==> config.mk <==
export PLATFORM = sky130hd
export DESIGN_NAME = flow_control_rx_flat
export DESIGN_NICKNAME = d
export VERILOG_FILES = /design/src/rtl/flow_control_rx_if.sv /design/src/rtl/flow_control_rx.sv /design/src/flat_wrapper.sv
export SDC_FILE = /design/constraint.sdc
export NUM_CORES = 1
export LEC_CHECK = 0
export BUFFER_PORTS_ARGS = -buffer_cell sky130_fd_sc_hd__buf_4
export CAP_MARGIN = 30
export CORE_MARGIN = 8
export CORE_UTILIZATION = 25
export DETAILED_ROUTE_END_ITERATION = 8
export GPL_TIMING_DRIVEN = 0
export RECOVER_POWER = 50
export SLEW_MARGIN = 20
export SYNTH_ARGS = -nofsm -noshare
export SYNTH_HDL_FRONTEND = slang
export SYNTH_SLANG_ARGS = --single-unit
==> constraint.sdc <==
create_clock -name clk -period 4.31 [get_ports clk]
set_input_delay 0.431 -clock clk [delete_from_list [all_inputs] [get_ports clk]]
set_output_delay 0.431 -clock clk [all_outputs]
set_load 0.01 [all_outputs]
==> src/rtl/flow_control_rx_if.sv <==
// flow_control_rx_if
//   Bundles the flit-side and downstream-side signals of the credit-based
//   receiver so the design and its surroundings connect through one port.
//   Parameters:
//     DATA_WIDTH  flit width
//     CNT_W       width of the occupancy count
//   Modports:
//     slave   receiver view (drives ready_in, credit_out, data_out,
//             valid_out, occupancy, overflow)
//     master  environment view (drives data_in, valid_in, ready_out)
interface flow_control_rx_if #(
    parameter int DATA_WIDTH = 32,
    parameter int CNT_W      = 4
);
    logic [DATA_WIDTH-1:0] data_in;
    logic                  valid_in;
    logic                  ready_in;
    logic                  credit_out;
    logic [DATA_WIDTH-1:0] data_out;
    logic                  valid_out;
    logic                  ready_out;
    logic [CNT_W-1:0]      occupancy;
    logic                  overflow;

    modport slave (
        input  data_in, valid_in, ready_out,
        output ready_in, credit_out, data_out, valid_out, occupancy, overflow
    );

    modport master (
        output data_in, valid_in, ready_out,
        input  ready_in, credit_out, data_out, valid_out, occupancy, overflow
    );
endinterface

==> src/rtl/flow_control_rx.sv <==
// flow_control_rx
//   Receive end of a credit-based link. Flits land in a DEPTH-entry
//   first-word-fall-through FIFO and leave through a valid/ready handshake.
//   Every freed entry is returned to the sender as a one-cycle credit pulse;
//   after reset DEPTH credits are issued because the sender starts at zero.
//   Ports:
//     clk   rising-edge clock
//     rst   synchronous active-high reset
//     bus   flow_control_rx_if.slave:
//             data_in/valid_in/ready_in      flits from the sender
//             credit_out                     credit pulse to the sender
//             data_out/valid_out/ready_out   downstream handshake
//             occupancy                      entries held, 0..DEPTH
//             overflow                       sticky write-while-full flag
//   Build option:
//     FLOW_CONTROL_RX_OVF_CHECK_EN  when defined, a write while full sets the
//                                   sticky overflow flag; otherwise overflow
//                                   is tied to 0. The write is dropped either way.
module flow_control_rx #(
    parameter int DATA_WIDTH = 32,
    parameter int DEPTH      = 8,
    parameter int CNT_W      = $clog2(DEPTH + 1)
) (
    input  logic               clk,
    input  logic               rst,
    flow_control_rx_if.slave   bus
);
    // state | meaning
    // INIT  | issuing the DEPTH initial credits after reset
    // RUN   | normal operation, one credit per freed entry
    typedef enum logic {INIT, RUN} state_t;

    localparam int PTR_W = (DEPTH > 1) ? $clog2(DEPTH) : 1;

    logic [DATA_WIDTH-1:0] mem [DEPTH];
    logic [PTR_W-1:0]      wr_ptr;
    logic [PTR_W-1:0]      rd_ptr;
    logic [CNT_W-1:0]      occupancy;
    logic [CNT_W-1:0]      pending;
    logic [CNT_W-1:0]      init_cnt;
    logic                  ready;
    logic                  credit;
    logic                  overflow;
    state_t                state;
    state_t                next_state;

    logic full;
    logic empty;
    logic push;
    logic pop;
    logic owe;

    assign full  = (occupancy == CNT_W'(DEPTH));
    assign empty = (occupancy == '0);
    assign push  = bus.valid_in && ready && !full;
    assign pop   = !empty && bus.ready_out;
    assign owe   = (pending != '0);

    // Datapath storage is not reset; only the pointers are.
    always_ff @(posedge clk) begin
        if (push) begin
            mem[wr_ptr] <= bus.data_in;
        end
    end

    always_ff @(posedge clk) begin
        if (rst) begin
            wr_ptr    <= '0;
            rd_ptr    <= '0;
            occupancy <= '0;
            ready     <= 1'b0;
        end else begin
            ready <= 1'b1;
            if (push) begin
                wr_ptr <= wr_ptr + PTR_W'(1);
            end
            if (pop) begin
                rd_ptr <= rd_ptr + PTR_W'(1);
            end
            if (push && !pop) begin
                occupancy <= occupancy + CNT_W'(1);
            end else if (pop && !push) begin
                occupancy <= occupancy - CNT_W'(1);
            end
        end
    end

    // Credit engine: pending starts at DEPTH so the initial credits fall out
    // of the same drain logic that returns credits for pops.
    always_ff @(posedge clk) begin
        if (rst) begin
            state    <= INIT;
            pending  <= CNT_W'(DEPTH);
            init_cnt <= '0;
            credit   <= 1'b0;
        end else begin
            state   <= next_state;
            credit  <= owe;
            pending <= pending + CNT_W'(pop) - CNT_W'(owe);
            if (state == INIT && owe) begin
                init_cnt <= init_cnt + CNT_W'(1);
            end
        end
    end

    always_comb begin
        next_state = state;
        case (state)
            INIT: if (init_cnt == CNT_W'(DEPTH)) next_state = RUN;
            RUN:  next_state = RUN;
            default: next_state = INIT;
        endcase
    end

`ifdef FLOW_CONTROL_RX_OVF_CHECK_EN
    always_ff @(posedge clk) begin
        if (rst) begin
            overflow <= 1'b0;
        end else if (bus.valid_in && ready && full) begin
            overflow <= 1'b1;
        end
    end
`else
    assign overflow = 1'b0;
`endif

    assign bus.ready_in   = ready;
    assign bus.credit_out = credit;
    assign bus.data_out   = mem[rd_ptr];
    assign bus.valid_out  = !empty;
    assign bus.occupancy  = occupancy;
    assign bus.overflow   = overflow;
endmodule

==> src/flat_wrapper.sv <==
// flat-port wrapper written by rule: the top's interface ports become plain ports
module flow_control_rx_flat 
#(
    parameter int DATA_WIDTH = 32,
    parameter int DEPTH      = 8,
    parameter int CNT_W      = $clog2(DEPTH + 1)
)
  (clk, rst, bus_data_in, bus_valid_in, bus_ready_out, bus_ready_in, bus_credit_out, bus_data_out, bus_valid_out, bus_occupancy, bus_overflow);
  flow_control_rx_if #(.DATA_WIDTH(DATA_WIDTH), .CNT_W(CNT_W)) bus_i ();
  input  logic clk;
  input  logic rst;
  input wire logic [$bits(bus_i.data_in)-1:0] bus_data_in;
  input wire logic [$bits(bus_i.valid_in)-1:0] bus_valid_in;
  input wire logic [$bits(bus_i.ready_out)-1:0] bus_ready_out;
  output wire logic [$bits(bus_i.ready_in)-1:0] bus_ready_in;
  output wire logic [$bits(bus_i.credit_out)-1:0] bus_credit_out;
  output wire logic [$bits(bus_i.data_out)-1:0] bus_data_out;
  output wire logic [$bits(bus_i.valid_out)-1:0] bus_valid_out;
  output wire logic [$bits(bus_i.occupancy)-1:0] bus_occupancy;
  output wire logic [$bits(bus_i.overflow)-1:0] bus_overflow;
  assign bus_i.data_in = bus_data_in;
  assign bus_i.valid_in = bus_valid_in;
  assign bus_i.ready_out = bus_ready_out;
  assign bus_ready_in = bus_i.ready_in;
  assign bus_credit_out = bus_i.credit_out;
  assign bus_data_out = bus_i.data_out;
  assign bus_valid_out = bus_i.valid_out;
  assign bus_occupancy = bus_i.occupancy;
  assign bus_overflow = bus_i.overflow;
  flow_control_rx #(.DATA_WIDTH(DATA_WIDTH), .DEPTH(DEPTH), .CNT_W(CNT_W)) u_core (.clk(clk), .rst(rst), .bus(bus_i));
endmodule
Word level (Yosys, flattened, before mapping)

Memories as Yosys holds them, arrays and structs flattened. A register that Yosys moved wholly into a read port is not among the register bits.
Cells that the tools add are included.

Word-level logic and storage cells: 33
Memory bits (writable): 256
Output and inout bits: 40
Input bits: 36
Bits in registers: 16
Memories kept: 1

Equality and inequality tests: 1
Add/sub/neg operators: 6
Reduce and logical (&&, ||, !) cells: 12
Muxes and demuxes: 7

Memory list:

| name       | words | width | rd ports | clocked after Yosys merged registers in | write ports | line                  | RTL |
|---|---|---|---|---|---|---|---|
| u_core.mem | 8     | 32    | 1        | 1                                       | 1           | flow_control_rx.sv:35 | `logic [DATA_WIDTH-1:0] mem [DEPTH];` |

Operator list:

| kind                | count |
|---|---|
| $mux 4              | 2 |
| $add 3x1->3 const B | 2 |
| $mux 3              | 2 |
| $logic_and 1x1->1   | 5 |
| $add 4x1->4         | 1 |
| $add 4x1->4 const B | 1 |
| $eq 4x4->1 const B  | 1 |
| $logic_not 1->1     | 4 |
| $logic_not 4->1     | 1 |
| $reduce_bool 4->1   | 1 |
| $sub 4x1->4         | 1 |
| $sub 4x1->4 const B | 1 |
| $mux 1              | 3 |
| $reduce_bool 2->1   | 1 |

Longest topological paths before layout

Gate-level depths: netlist of run 1.

Depth in word-level cells: 7
Depth in mapped cells: 10

Least setup slack after synthesis of run 1

No wires, ideal clock.

Path kind: reg2reg
Start point: reg u_core.occupancy[0] (netlist: u_core.bus.occupancy[0])
End point: mem u_core.mem[0][0] (enable)
Stages on the path, launching flop included: 5
Setup slack: 0.638 ns
Clock period less this slack: 3.672 ns
Required time: 3.849 ns
Buffers on the path: 0
Data arrival time: 3.211 ns
Cell sequence: dfxtp_1 -> nor3_1 -> a21oi_2 -> nand2b_1 -> nor3_1

Cells in the longest elaborated chain, start to end: 5

RTL lines:

| item                         | line                  | RTL |
|---|---|---|
| from (decl)                  | flow_control_rx.sv:38 | `logic [CNT_W-1:0] occupancy;` |
| from (signal assigned)       | flow_control_rx.sv:81 | `occupancy <= occupancy + CNT_W'(1);` |
| from (signal assigned)       | flow_control_rx.sv:83 | `occupancy <= occupancy - CNT_W'(1);` |
| $eq 4x4->1                   | flow_control_rx.sv:53 | `assign full = (occupancy == CNT_W'(DEPTH));` |
| $logic_not 1->1              | flow_control_rx.sv:55 | `assign push = bus.valid_in && ready && !full;` |
| $logic_and 1x1->1            | flow_control_rx.sv:55 |  |
| named net u_core.push        | flow_control_rx.sv:49 | `logic push;` |
| $mux 1                       | flow_control_rx.sv:61 | `if (push) begin` |
| $mux 1 (not written as such) | flow_control_rx.sv:62 | `mem[wr_ptr] <= bus.data_in;` |
| to (decl)                    | flow_control_rx.sv:35 |  |

The timed path passes the listed nets, and every way through them passes these cells.

==> reports/results.env, run 1 <==
RESULT_OF_THE_RUN='finished, final reports clean'
UNREPAIRED_SETUP_ENDPOINTS_AFTER_GLOBAL_ROUTING='false'
FIN_CELLS=1166
TIMING.CRITICAL_PATH.SLOWEST_STAGE_CELL='sky130_fd_sc_hd__clkbuf_1'
FINAL-HOLD-VIOLATION-COUNT=0
LAYOUT.NETS=647
GP_ROUTABILITY_CONGESTION=0.6621
DETAIL_ROUTE.DRC_VIOLATIONS=0
PATH_CLASS='reg -> out'
SYN_INST=476
CLOCK_TREE.ROOT_CELL='sky130_fd_sc_hd__clkbuf_16'
PATH_MAX_FANOUT=10
P_INT_W=0.005052
TIMING.CRITICAL_PATH.ARRIVAL_NS=2.58
CLOCK_INSERTION_DELAY_WORST_SKEW_NS=0.56
NUMBER_OF_ANTENNA_VIOLATIONS_AT_THE_FIRST_CHECK_IN_GLOBAL_ROUTING=1
CTSHOLDBUFFERS=0
VIASPERCELL=4.244
MAX-CLOCK-PATH-BUFFERS=3
DRT_PRE_ANTENNA_ITERS=5
NUMPLACEDINSTANCES=1114
POWER.SHARE.COMBINATIONAL=0.195
SYNTH.FF_LATCH_COUNT=275
STARTPOINT_TYPE='flip-flop'
POWER.CLOCK.FRACTION=0.350
FINAL-SETUP-VIOL-COUNT=0
REG2REG_DEPTH=5
SYNTH_TOP_FLOP_CELL='sky130_fd_sc_hd__edfxtp_1'
DRIVE_ABOVE_1_SHARE=0.2682
SYN_AVG_CELL_AREA_UM2=22.50
CRIT_CHAIN='clkbuf_1 -> buf_2 -> mux4_2 -> mux2_2 -> buf_4'
LAYOUT_MIN_CYCLE_TIME_NS=3.010
HOLDPATHSTAGES=2
POST_CTS_BUFFERS=0
MAPPEDNETLISTAREA_UM2=10710
FIRST_ITER_VIOLATIONS=164
FLOORPLAN.INITIALDENSITY=0.2508
YOSYSMOSTFREQUENTCELL='sky130_fd_sc_hd__edfxtp_1'
NUMCTSBUFFERS=29
RELSLEWSLACK=0.1770
WORST_IR_DROP_VDD_V=0.0003676
PLACEMENTROWS=76
CELL_DEPTH_OF_THE_WORST_SETUP_PATH=5
FP.DIEH_UM=223.0
REQUIRED_NS=3.88
REPORT.FINAL.SLEW_VIOL_COUNT=0
HOLD_CLASS='in -> reg'
AVGROUTEDWIREPERCELL_UM=20.09
MAX_FREQ_MHz=332.2
POWER.STATIC_LEAKAGE_nW=4.202
TIMING.SETUP.TNS_NS=0
SYNTH_ENABLE_FLOP_CELLS=256
GLOBALROUTE.TOTALOVERFLOW=0
DIE-AREA_UM2=49720
TRACK_USAGE=0.09229
DETAILROUTE.VIA_COUNT=4948
CP_SLOWEST_STAGE_DELAY_NS=0.50
POST_DP_CELL_AREA_UM2=12310
PIN_COUNT_OF_THE_BIGGEST_NET_ENTERING_GLOBAL_ROUTING=20
P_PER_AREA_nW_PER_UM2=515.2
SYNTHDOMINANTCELLAREASHARE=0.7178
TOTAL_NON_FILLER_CELL_AREA_IN_THE_FINISHED_LAYOUT_UM2=13030
YS.WARNINGS.COUNT=0
VIA_COUNT_OF_THE_FIRST_GLOBAL_ROUTING_PASS=5364
PORT_BUFFER_CELLS=73
POST_SYNTH_NUM_CELL_TYPES=30
PATH_CLK_SLEW_NS=0.06
FLOORPLAN.IO_PINS=76
TIMING_WORST_SLEW_PIN_VALUE_NS=1.230
FINAL_CORE_UTILIZATION=0.3051
WIRE_LENGTH_OF_THE_FIRST_GLOBAL_ROUTING_PASS_UM=34720
SYN_NETS=524
CTS_TREE='done'
SYNTHESIS_TO_FINISH_AREA_GROWTH_PCT=21.65
WORST_HOLD_SLACK_AFTER_FINAL_LAYOUT_NS=0.1906
SEQ_AREA_FRAC_SYNTH=0.7534
DETAILEDPLACEMENTHPWL_UM=15220
SYNTH.LARGEST_AREA_CELL='sky130_fd_sc_hd__edfxtp_1'
SEQPWRFRAC=0.455
CP_NUM_BUF_INV=3
CTS_RESIZED=0
MAX_H_TREE_LEVEL=1
TOTALWIRELENGTH_UM=23430
CPLARGESTDELAYFAMILY='buffers and inverters'
MIN_PERIOD_OVER_PERIOD=0.6985
FINAL_WORST_CLOCK_SKEW_NS=0.01761
DIE_WIDTH_UM=223.0
POWER.SWITCHING_FRACTION=0.2473
POWER.NET_SWITCHING_W=0.001660
CTS_NUM_SINKS=275
SYNTHTOPCELLSBYCOUNT='256 x sky130_fd_sc_hd__edfxtp_1, 40 x sky130_fd_sc_hd__mux4_1, 33 x sky130_fd_sc_hd__mux2_2'
ANTENNA_VIOLATING_NETS_POST_ROUTE=0
TIMING.MAX_CAP.VIOLATIONS=0
FLOORPLAN_CORE_AREA_UM2=42700
YOSYS-TOP-CELLS-AREA='sky130_fd_sc_hd__edfxtp_1 72%, sky130_fd_sc_hd__mux4_1 9.8%, sky130_fd_sc_hd__mux4_2 5.0%'
ASYNCSETRESETFLOPFRACSYNTH=0
TIMING.CRITICAL_PATH.TO_TYPE='primary output'
==> state kept, by name (all words and copies together), names as in the netlist, named ones only <==
signal                 flops
u_core.wr_ptr              3
u_core.bus.ready_in        1
u_core.bus.credit_out      1
u_core.mem               256
u_core.rd_ptr              3
u_core.bus.occupancy       4
u_core.pending             4
==> per-layer routing <==
| metal | wire [um] | global-route usage | vias up |
|---|---|---|---|
| met2 | 11800 | 0.1596 | 88 |
| met1 | 10230 | 0.1166 | 2594 |
| met4 | 478 | 0.02294 | 0 |
| met5 | 0 | 0 | - |
| met3 | 911 | 0.01957 | 32 |
| li1 | - | - | 2234 |
==> through the flow <==
stage | worst slack (ns) | power (W)
after floorplan | 0.6378 | 0.003970
after detailed placement | 1.665 | 0.004498
after global placement | -2.334 | 0.004469
after global routing | 1.107 | 0.007029
after CTS | 1.189 | 0.006883
final | 1.300 | 0.006712
==> layout make-up <==
type                    count  area, um^2
fillers                  4088       29670
flip-flops and latches    275        8068
multi-input cells         169        2494
clock buffers              41       770.7
repair buffers             92       711.9
well taps                 546       683.2
plain buffers              22       146.4
clock inverters            10       113.9
inverters                  10       37.54
diodes                      1       2.502
==> power by group through the flow <==
stage               clock (W)  sequential [W]  combinational (W)
CTS                   0.00243         0.00305            0.00140
global placement            0         0.00311            0.00135
finish                0.00235         0.00305            0.00131
detailed placement          0         0.00311            0.00139
floorplan                   0         0.00311           0.000859
global route          0.00251         0.00306            0.00145
==> worst register-to-register path, cell delays in order (launching register included) <==
cell                       delay [ns]
sky130_fd_sc_hd__dfxtp_1         0.43
sky130_fd_sc_hd__nor3_1          0.11
sky130_fd_sc_hd__a21oi_1         0.47
sky130_fd_sc_hd__nand2b_1        0.29
sky130_fd_sc_hd__nor2_1          0.99
sky130_fd_sc_hd__buf_16          0.26
==> path summary, 6_finish.rpt <==
kind / slack [ns] / to / startpoint
max: 1.30 / bus_data_out[20] / flip-flop
min: 0.19 / u_core.bus.ready_in / rst
max reg2reg: 1.46 / u_core.mem[2][11] / u_core.bus.occupancy[0]
min reg2reg: 0.52 / u_core.wr_ptr[0] / u_core.wr_ptr[0]
==> kinds of logic (layout without fill, tap and decap cells) <==
family                   count (synthesis)  after routing  share of synthesized area
flip-flops                             275            275                     0.7534
multiplexers                           100            100                     0.1861
adder cells (fa/ha/maj)                 12             12                    0.01542
AND/OR/NAND/NOR                         39             39                    0.01612
AO/OA/AOI/OAI                           11             11                   0.006544
buffers and inverters                   32            175                    0.01718
XOR/XNOR                                 6              6                   0.004908
other                                    1              2                  0.0003502
==> cell usage in the layout (no fill, tap or decap), drive strengths merged, types with 2 or more instances in the layout <==
| master | n |
|---|---|
| ha | 10 |
| mux2i | 3 |
| nor3 | 3 |
| nor2b | 2 |
| fa | 2 |
| a21oi | 7 |
| nand2b | 5 |
| buf | 70 |
| dfxtp | 19 |
| mux2 | 33 |
| nand2 | 7 |
| nor2 | 20 |
| inv | 12 |
| clkbuf | 85 |
| xnor2 | 3 |
| mux4 | 64 |
| xor2 | 3 |
| edfxtp | 256 |
| bufinv | 2 |
| clkinv | 6 |
Note: power is estimated with default switching activity, not from simulation.
==> inputs of run 2 (changes only) <==
==> constraint.sdc (replaced) <==
create_clock -name clk -period 2.6 [get_ports clk]
set_input_delay 0.26 -clock clk [delete_from_list [all_inputs] [get_ports clk]]
set_output_delay 0.26 -clock clk [all_outputs]
set_load 0.01 [all_outputs]
==> reports/results.env, run 2 (synthesis results as in run 1) <==
RESULT_OF_THE_RUN='finished, final reports clean'
MULTI_INPUT_COMB_AREA_UM2=2514  # +0.80%
CTS_NUM_SINKS=275  # unchanged
NUMCTSBUFFERS=28  # -3.4%
N_ANTENNA_CELL=0  # -1
FINAL_WORST_CLOCK_SKEW_NS=0.008691  # -0.008920 ns
R2R_SLACK_NS=0.14  # -1.32 ns
RR_STARTPOINT='u_core.bus.occupancy[0]'
DRIVE_ABOVE_1_SHARE=0.2723  # +0.004133
MIN_PERIOD_OVER_PERIOD=0.9684
WORST_IR_DROP_VDD_V=0.0003877  # +5.4%
TIMING.SETUP.TNS_NS=0  # unchanged
CRIT_CHAIN='buf_12 -> buf_8 -> mux4_1 -> mux2_2 -> buf_4'
SYNTHESIS_TO_FINISH_AREA_GROWTH_PCT=25.42
REG_TOP3='u_core.mem: 256 flops, u_core.bus.occupancy: 4 flops, u_core.pending: 4 flops'
CLOCK_INSERTION_DELAY_WORST_SKEW_NS=0.54  # -0.02 ns
FLOORPLAN.INITIALDENSITY=0.2508  # unchanged
UNREPAIRED_SETUP_ENDPOINTS_AFTER_GLOBAL_ROUTING='true'
HOLDPATHSTAGES=2  # unchanged
PATH_CLK_SLEW_NS=0.06  # about the same
TIMING_WORST_SLEW_PIN_VALUE_NS=0.7221  # -0.5079 ns
FINAL_CELL_MIX='256 x sky130_fd_sc_hd__edfxtp_1, 46 x sky130_fd_sc_hd__clkbuf_1, 43 x sky130_fd_sc_hd__buf_4, 40 x sky130_fd_sc_hd__mux4_1, 33 x sky130_fd_sc_hd__mux2_2'
CTS_TREE='done'
DRT_PRE_ANTENNA_ITERS=4  # -1
WORSTHOLDENDPOINT='u_core.bus.ready_in'
LAYOUT_COMMONEST_CELL='sky130_fd_sc_hd__edfxtp_1'
VIASPERCELL=4.167  # -1.8%
PLACEMENTROWS=76  # unchanged
FINAL-HOLD-VIOLATION-COUNT=0  # unchanged
LARGEST_REGISTER_FF_COUNT=256  # unchanged
POWER.STATIC_LEAKAGE_nW=4.372  # +4.0%
DETAILEDPLACEMENTHPWL_UM=14590  # -4.1%
FILLER_CELL_COUNT=4056  # -0.78%
CLOCK_TREE.ROOT_CELL='sky130_fd_sc_hd__clkbuf_16'
MAX_FREQ_MHz=397.2
CRITICAL_HOLD_PATH_STARTPOINT='rst'
TRACK_USAGE=0.09204  # -0.0002484
GLOBALROUTE.TOTALOVERFLOW=0  # unchanged
PORT_BUFFER_CELLS=73  # unchanged
P_PER_AREA_nW_PER_UM2=851.3  # +65%
DIE_WIDTH_UM=223.0  # unchanged
FINAL-SETUP-VIOL-COUNT=0  # unchanged
HOLD_CLASS='in -> reg'
NUMBER_OF_ANTENNA_VIOLATIONS_AT_THE_FIRST_CHECK_IN_GLOBAL_ROUTING=0  # -1
DETAILROUTE.VIA_COUNT=4984  # +0.73%
TIMING.CRITICAL_PATH.ARRIVAL_NS=2.26  # -0.32 ns
ANTENNA_VIOLATING_NETS_POST_ROUTE=0  # unchanged
TIMING.MAX_CAP.VIOLATIONS=0  # unchanged
FIRST_ITER_VIOLATIONS=240  # +46%
CRITICAL_PATH.REG2REG.ENDPOINT='u_core.bus.occupancy[3]'
FLOORPLAN_CORE_AREA_UM2=42700  # unchanged
FLOORPLAN.IO_PINS=76  # unchanged
DIE-AREA_UM2=49720  # unchanged
AVGROUTEDWIREPERCELL_UM=19.25  # -4.2%
REPORT.FINAL.SLEW_VIOL_COUNT=0  # unchanged
MAX-CLOCK-PATH-BUFFERS=3  # unchanged
DETAIL_ROUTE.DRC_VIOLATIONS=0  # unchanged
TOTALWIRELENGTH_UM=23030  # -1.7%
WIRE_LENGTH_OF_THE_FIRST_GLOBAL_ROUTING_PASS_UM=34530  # -0.56%
REG2REG_DEPTH=9  # +4
PIN_COUNT_OF_THE_BIGGEST_NET_ENTERING_GLOBAL_ROUTING=20  # unchanged
VIA_COUNT_OF_THE_FIRST_GLOBAL_ROUTING_PASS=5430  # +1.2%
PATH_CLASS='reg -> out'
STARTPOINT_TYPE='flip-flop'
FP.DIEH_UM=223.0  # unchanged
LARGEST-REGISTER='u_core.mem'
LAYOUT.NETS=679  # +4.9%
PATH_MAX_FANOUT=10  # unchanged
CP_SLOWEST_STAGE_DELAY_NS=0.56  # +0.06 ns
GP_ROUTABILITY_CONGESTION=0.6484  # -2.1%
LAYOUT_MIN_CYCLE_TIME_NS=2.518
MAX_H_TREE_LEVEL=1  # unchanged
FINAL_CORE_UTILIZATION=0.3146  # +0.009466
TIMING.CRITICAL_PATH.TO_TYPE='primary output'
RELSLEWSLACK=0.5175  # +0.3405
REQUIRED_NS=2.34  # -1.54 ns
FINALPOWER_W=0.01143  # +70%
TIMING.CRITICAL_PATH.SLOWEST_STAGE_CELL='sky130_fd_sc_hd__mux4_1'
REGISTER_AREA_UM2=8069  # about the same
-- run 2: cell types whose count changed in the layout (fill, tap and decap cells not counted), moves of 3 or more --
cell and change:
sky130_fd_sc_hd__clkinv_1 +3, sky130_fd_sc_hd__buf_16 -4, sky130_fd_sc_hd__buf_8 +7, sky130_fd_sc_hd__dlygate4sd3_1 +32, sky130_fd_sc_hd__bufinv_16 +3, sky130_fd_sc_hd__clkbuf_1 -10, sky130_fd_sc_hd__buf_6 -10, sky130_fd_sc_hd__buf_12 +5
-- run 2: how the worst max path moves through the flow --
stage	endpoint	slack, ns	cells past startpoint
floorplan	u_core.mem[4][0]	-0.22	4
global placement	u_core.mem[3][17]	-2.22	4
detailed placement	u_core.mem[0][11]	0.05	6
CTS	bus_data_out[9]	-0.01	5
global route	bus_data_out[8]	-0.04	5
finish	bus_data_out[21]	0.08	5
-- run 2: where the power goes --
group,internal (W),switching [W]
registers,0.00499,0.0000882
logic,0.00122,0.00106
clock network,0.00251,0.00157
-- run 2: per-stage QoR --
step	hold WS (ns)	setup WS, ns	std cells	cell area [um^2]
finish	0.03392	0.08212	1196	13430
global route	0.02870	-0.03827	1196	13430
CTS	0.01322	-0.01389	1187	13500
detailed placement	0.4970	0.05344	1107	12230
global placement	0.4921	-2.219	1095	11950
floorplan	0.3589	-0.2168	476	10720
-- run 2: final cells by class --
cell class / instances / share of cell area
sequential: 275 / 0.6007
multi-input combinational: 169 / 0.1871
timing repair buffer: 126 / 0.07452
clock buffer: 33 / 0.05515
tap: 546 / 0.05086
clock inverter: 16 / 0.01463
buffer: 21 / 0.01416
inverter: 10 / 0.002795
-- run 2: timing repair --
item / CTS / global route
hold buffers: 32 / 0
endpoints found under the setup margin: 32 / 39
pin swaps: 0 / 2
hold endpoints to repair: 256 / 0
resized for setup: 14 / 7
buffers inserted: 0 / 9
-- run 2: worst max-delay path, delay by kind of cell (launching register included) --
family | cells | cell delay (ns)
mux | 2 | 0.86
buf+inv | 3 | 0.51
flops | 1 | 0.35
-- run 2: per-layer routing --
| layer | wire, um | up-vias | global-route usage |
|---|---|---|---|
| met2 | 11610 | 79 | 0.1600 |
| met5 | 0 | - | 0 |
| met1 | 10080 | 2585 | 0.1149 |
| li1 | - | 2297 | - |
| met3 | 906 | 23 | 0.01720 |
| met4 | 432 | 0 | 0.02846 |
==> inputs of run 3 (changes only) <==
--- a/config.mk
+++ b/config.mk
@@ -8,7 +8,7 @@
 export BUFFER_PORTS_ARGS = -buffer_cell sky130_fd_sc_hd__buf_4
 export CAP_MARGIN = 30
 export CORE_MARGIN = 8
-export CORE_UTILIZATION = 25
+export CORE_UTILIZATION = 45
 export DETAILED_ROUTE_END_ITERATION = 8
 export GPL_TIMING_DRIVEN = 0
 export RECOVER_POWER = 50
==> reports/results.env, run 3 (synthesis results as in run 1) <==
AVGROUTEDWIREPERCELL_UM=21.23  # +10%
TIMING_WORST_SLEW_PIN_VALUE_NS=0.6208  # -0.1013 ns
LARGEST-REGISTER='u_core.mem'
LAYOUT.NETS=677  # -0.29%
LARGEST_REGISTER_FF_COUNT=256  # unchanged
DRT_PRE_ANTENNA_ITERS=4  # unchanged
WORST_IR_DROP_VDD_V=0.0004359  # +12%
MAX_H_TREE_LEVEL=1  # unchanged
GP_ROUTABILITY_CONGESTION=0.6738  # +3.9%
NUMCTSBUFFERS=28  # unchanged
PATH_MAX_FANOUT=10  # unchanged
REQUIRED_NS=2.34  # about the same
PATH_CLK_SLEW_NS=0.06  # about the same
SYNTHESIS_TO_FINISH_AREA_GROWTH_PCT=24.28
FLOORPLAN.INITIALDENSITY=0.4576  # +0.2068
HOLD_CLASS='in -> reg'
POWER.CLOCK.FRACTION=0.364  # +0.008
LAYOUT_MIN_CYCLE_TIME_NS=2.521  # +0.003403 ns
FINAL_CORE_UTILIZATION=0.5687  # +0.2541
DIE-AREA_UM2=28990  # -42%
FINAL-SETUP-VIOL-COUNT=0  # unchanged
UNREPAIRED_SETUP_ENDPOINTS_AFTER_GLOBAL_ROUTING='true'
FIRST_ITER_VIOLATIONS=302  # +26%
REG_TOP3='u_core.mem: 256 flops, u_core.bus.occupancy: 4 flops, u_core.pending: 4 flops'
PLACEMENT.SETUP.WORST_SLACK_NS=-0.09216  # -0.1456 ns
P_PER_AREA_nW_PER_UM2=861.1  # +1.1%
PLACEMENTROWS=56  # -26%
FLOORPLAN.IO_PINS=76  # unchanged
FIN_CELLS=967  # -19%
VIA_COUNT_OF_THE_FIRST_GLOBAL_ROUTING_PASS=5530  # +1.8%
DETAIL_ROUTE.DRC_VIOLATIONS=0  # unchanged
CTS_NUM_SINKS=275  # unchanged
POWER.NET_SWITCHING_W=0.002728  # +0.50%
MAX_FREQ_MHz=396.6  # -0.13%
LAYOUT_COMMONEST_CELL='sky130_fd_sc_hd__edfxtp_1'
P_INT_W=0.008733  # +0.14%
LAYOUT_SETUP_WS_NS=0.07872  # -0.003403 ns
DIE_WIDTH_UM=170.3  # -24%
TIMING.SETUP.TNS_NS=0  # unchanged
TIMING.CRITICAL_PATH.TO_TYPE='primary output'
RELSLEWSLACK=0.5852  # +0.06769
REPORT.FINAL.SLEW_VIOL_COUNT=0  # unchanged
WORST_HOLD_SLACK_AFTER_FINAL_LAYOUT_NS=0.04853  # +0.01462 ns
TIMING.MAX_CAP.VIOLATIONS=0  # unchanged
TRACK_USAGE=0.1444  # +0.05236
VIASPERCELL=5.236  # +26%
POWER.STATIC_LEAKAGE_nW=4.422  # +1.1%
POWER.SWITCHING_FRACTION=0.2380  # +0.0006609
DETAILROUTE.VIA_COUNT=5063  # +1.6%
DRIVE_ABOVE_1_SHARE=0.2886  # +0.01627
CTS_TREE='done'
CLOCK_TREE.ROOT_CELL='sky130_fd_sc_hd__clkbuf_16'
GLOBALROUTE.TOTALOVERFLOW=0  # unchanged
RESULT_OF_THE_RUN='finished, final reports clean'
MAX-CLOCK-PATH-BUFFERS=3  # unchanged
MIN_PERIOD_OVER_PERIOD=0.9697  # +0.001309
FP.DIEH_UM=170.3  # -24%
DETAILEDPLACEMENTHPWL_UM=13160  # -9.8%
PATH_CLASS='reg -> out'
TIMING.CRITICAL_PATH.ARRIVAL_NS=2.26  # about the same
TOTALWIRELENGTH_UM=20530  # -11%
ANTENNA_VIOLATING_NETS_POST_ROUTE=0  # unchanged
WIRE_LENGTH_OF_THE_FIRST_GLOBAL_ROUTING_PASS_UM=31970  # -7.4%
FINAL-HOLD-VIOLATION-COUNT=0  # unchanged
NUMPLACEDINSTANCES=885  # -20%
FINAL_CELL_MIX='256 x sky130_fd_sc_hd__edfxtp_1, 42 x sky130_fd_sc_hd__clkbuf_1, 40 x sky130_fd_sc_hd__mux4_1, 39 x sky130_fd_sc_hd__buf_4, 33 x sky130_fd_sc_hd__mux2_2'
CLOCK_INSERTION_DELAY_WORST_SKEW_NS=0.53  # about the same
NUMBER_OF_ANTENNA_VIOLATIONS_AT_THE_FIRST_CHECK_IN_GLOBAL_ROUTING=0  # unchanged
FLOORPLAN_CORE_AREA_UM2=23400  # -45%
POWER.SHARE.COMBINATIONAL=0.192  # -0.008
PIN_COUNT_OF_THE_BIGGEST_NET_ENTERING_GLOBAL_ROUTING=19  # -5.0%
PORT_BUFFER_CELLS=73  # unchanged
N_ANTENNA_CELL=0  # unchanged
FINAL_WORST_CLOCK_SKEW_NS=0.01002  # +0.001333 ns
SEQPWRFRAC=0.444  # about the same
STARTPOINT_TYPE='flip-flop'
FILLER_CELL_COUNT=1782  # -56%
run 3: cell types whose count changed in the layout (fill, tap and decap cells not counted), moves of 2 or more:
cell	change
sky130_fd_sc_hd__buf_12	-5
sky130_fd_sc_hd__buf_16	+8
sky130_fd_sc_hd__buf_4	-4
sky130_fd_sc_hd__buf_6	+5
sky130_fd_sc_hd__buf_8	-2
sky130_fd_sc_hd__clkbuf_1	-4
sky130_fd_sc_hd__clkbuf_4	-2
sky130_fd_sc_hd__clkinv_1	-5
sky130_fd_sc_hd__clkinv_4	+2
sky130_fd_sc_hd__clkinvlp_4	+3
sky130_fd_sc_hd__nor3_1	-2
sky130_fd_sc_hd__nor3_4	+2
run 3: area by class of cell:
| class | count | area, um^2 | share of cell area |
|---|---|---|---|
| Timing Repair Buffer | 124 | 1131 | 0.08499 |
| Sequential cell | 275 | 8070 | 0.6064 |
| Tap cell | 319 | 399.1 | 0.02999 |
| Multi-Input combinational cell | 169 | 2544 | 0.1911 |
| Clock buffer | 31 | 743.2 | 0.05584 |
| Inverter | 10 | 37.54 | 0.002820 |
| Clock inverter | 18 | 231.5 | 0.01739 |
| Buffer | 21 | 152.6 | 0.01147 |
run 3: power by group through the flow:
stage                     Sequential, W  Clock, W  Combinational, W
after CTS                       0.00508   0.00426           0.00229
final                           0.00509   0.00417           0.00221
after floorplan                 0.00515         0           0.00142
after detailed placement        0.00516         0           0.00225
after global routing            0.00510   0.00444           0.00242
after global placement          0.00515         0           0.00214
run 3: worst paths after layout:
kind	cells after the start	slack [ns]	to	from
min reg2reg	2	0.54	u_core.wr_ptr[0]	u_core.wr_ptr[0]
max reg2reg	9	0.18	u_core.bus.occupancy[3]	u_core.bus.occupancy[0]
max	5	0.08	bus_data_out[3]	flip-flop
min	2	0.05	u_core.bus.ready_in	rst
run 3: layer usage:
metal  routed length, um  vias up  global-route usage
met5                   0        -                   0
met4                 275        0             0.03356
met1                8963     2622              0.1899
met3                 951       29             0.02757
met2               10340      110              0.2455
li1                    -     2302                   -
run 3: timing repair:
action	in CTS	in global routing
setup buffers	2	0
endpoints found under the setup margin	48	5
endpoints found under the hold margin	256	0
gates cloned	0	0
resized for setup	5	5
pin swaps	2	1
hold buffers	32	0
run 3: metrics by stage:
stage | instance area (um^2) | power (W)
after floorplan | 10720 | 0.006580
after global placement | 11670 | 0.007287
after detailed placement | 12110 | 0.007407
after CTS | 13430 | 0.01163
after global routing | 13310 | 0.01197
final | 13310 | 0.01146
run 3: critical path, stage by stage (launching register included):
cell and delay [ns]:
sky130_fd_sc_hd__dfxtp_1 0.32, sky130_fd_sc_hd__buf_6 0.18, sky130_fd_sc_hd__buf_6 0.20, sky130_fd_sc_hd__mux4_1 0.59
sky130_fd_sc_hd__mux2_2 0.30, sky130_fd_sc_hd__buf_4 0.15
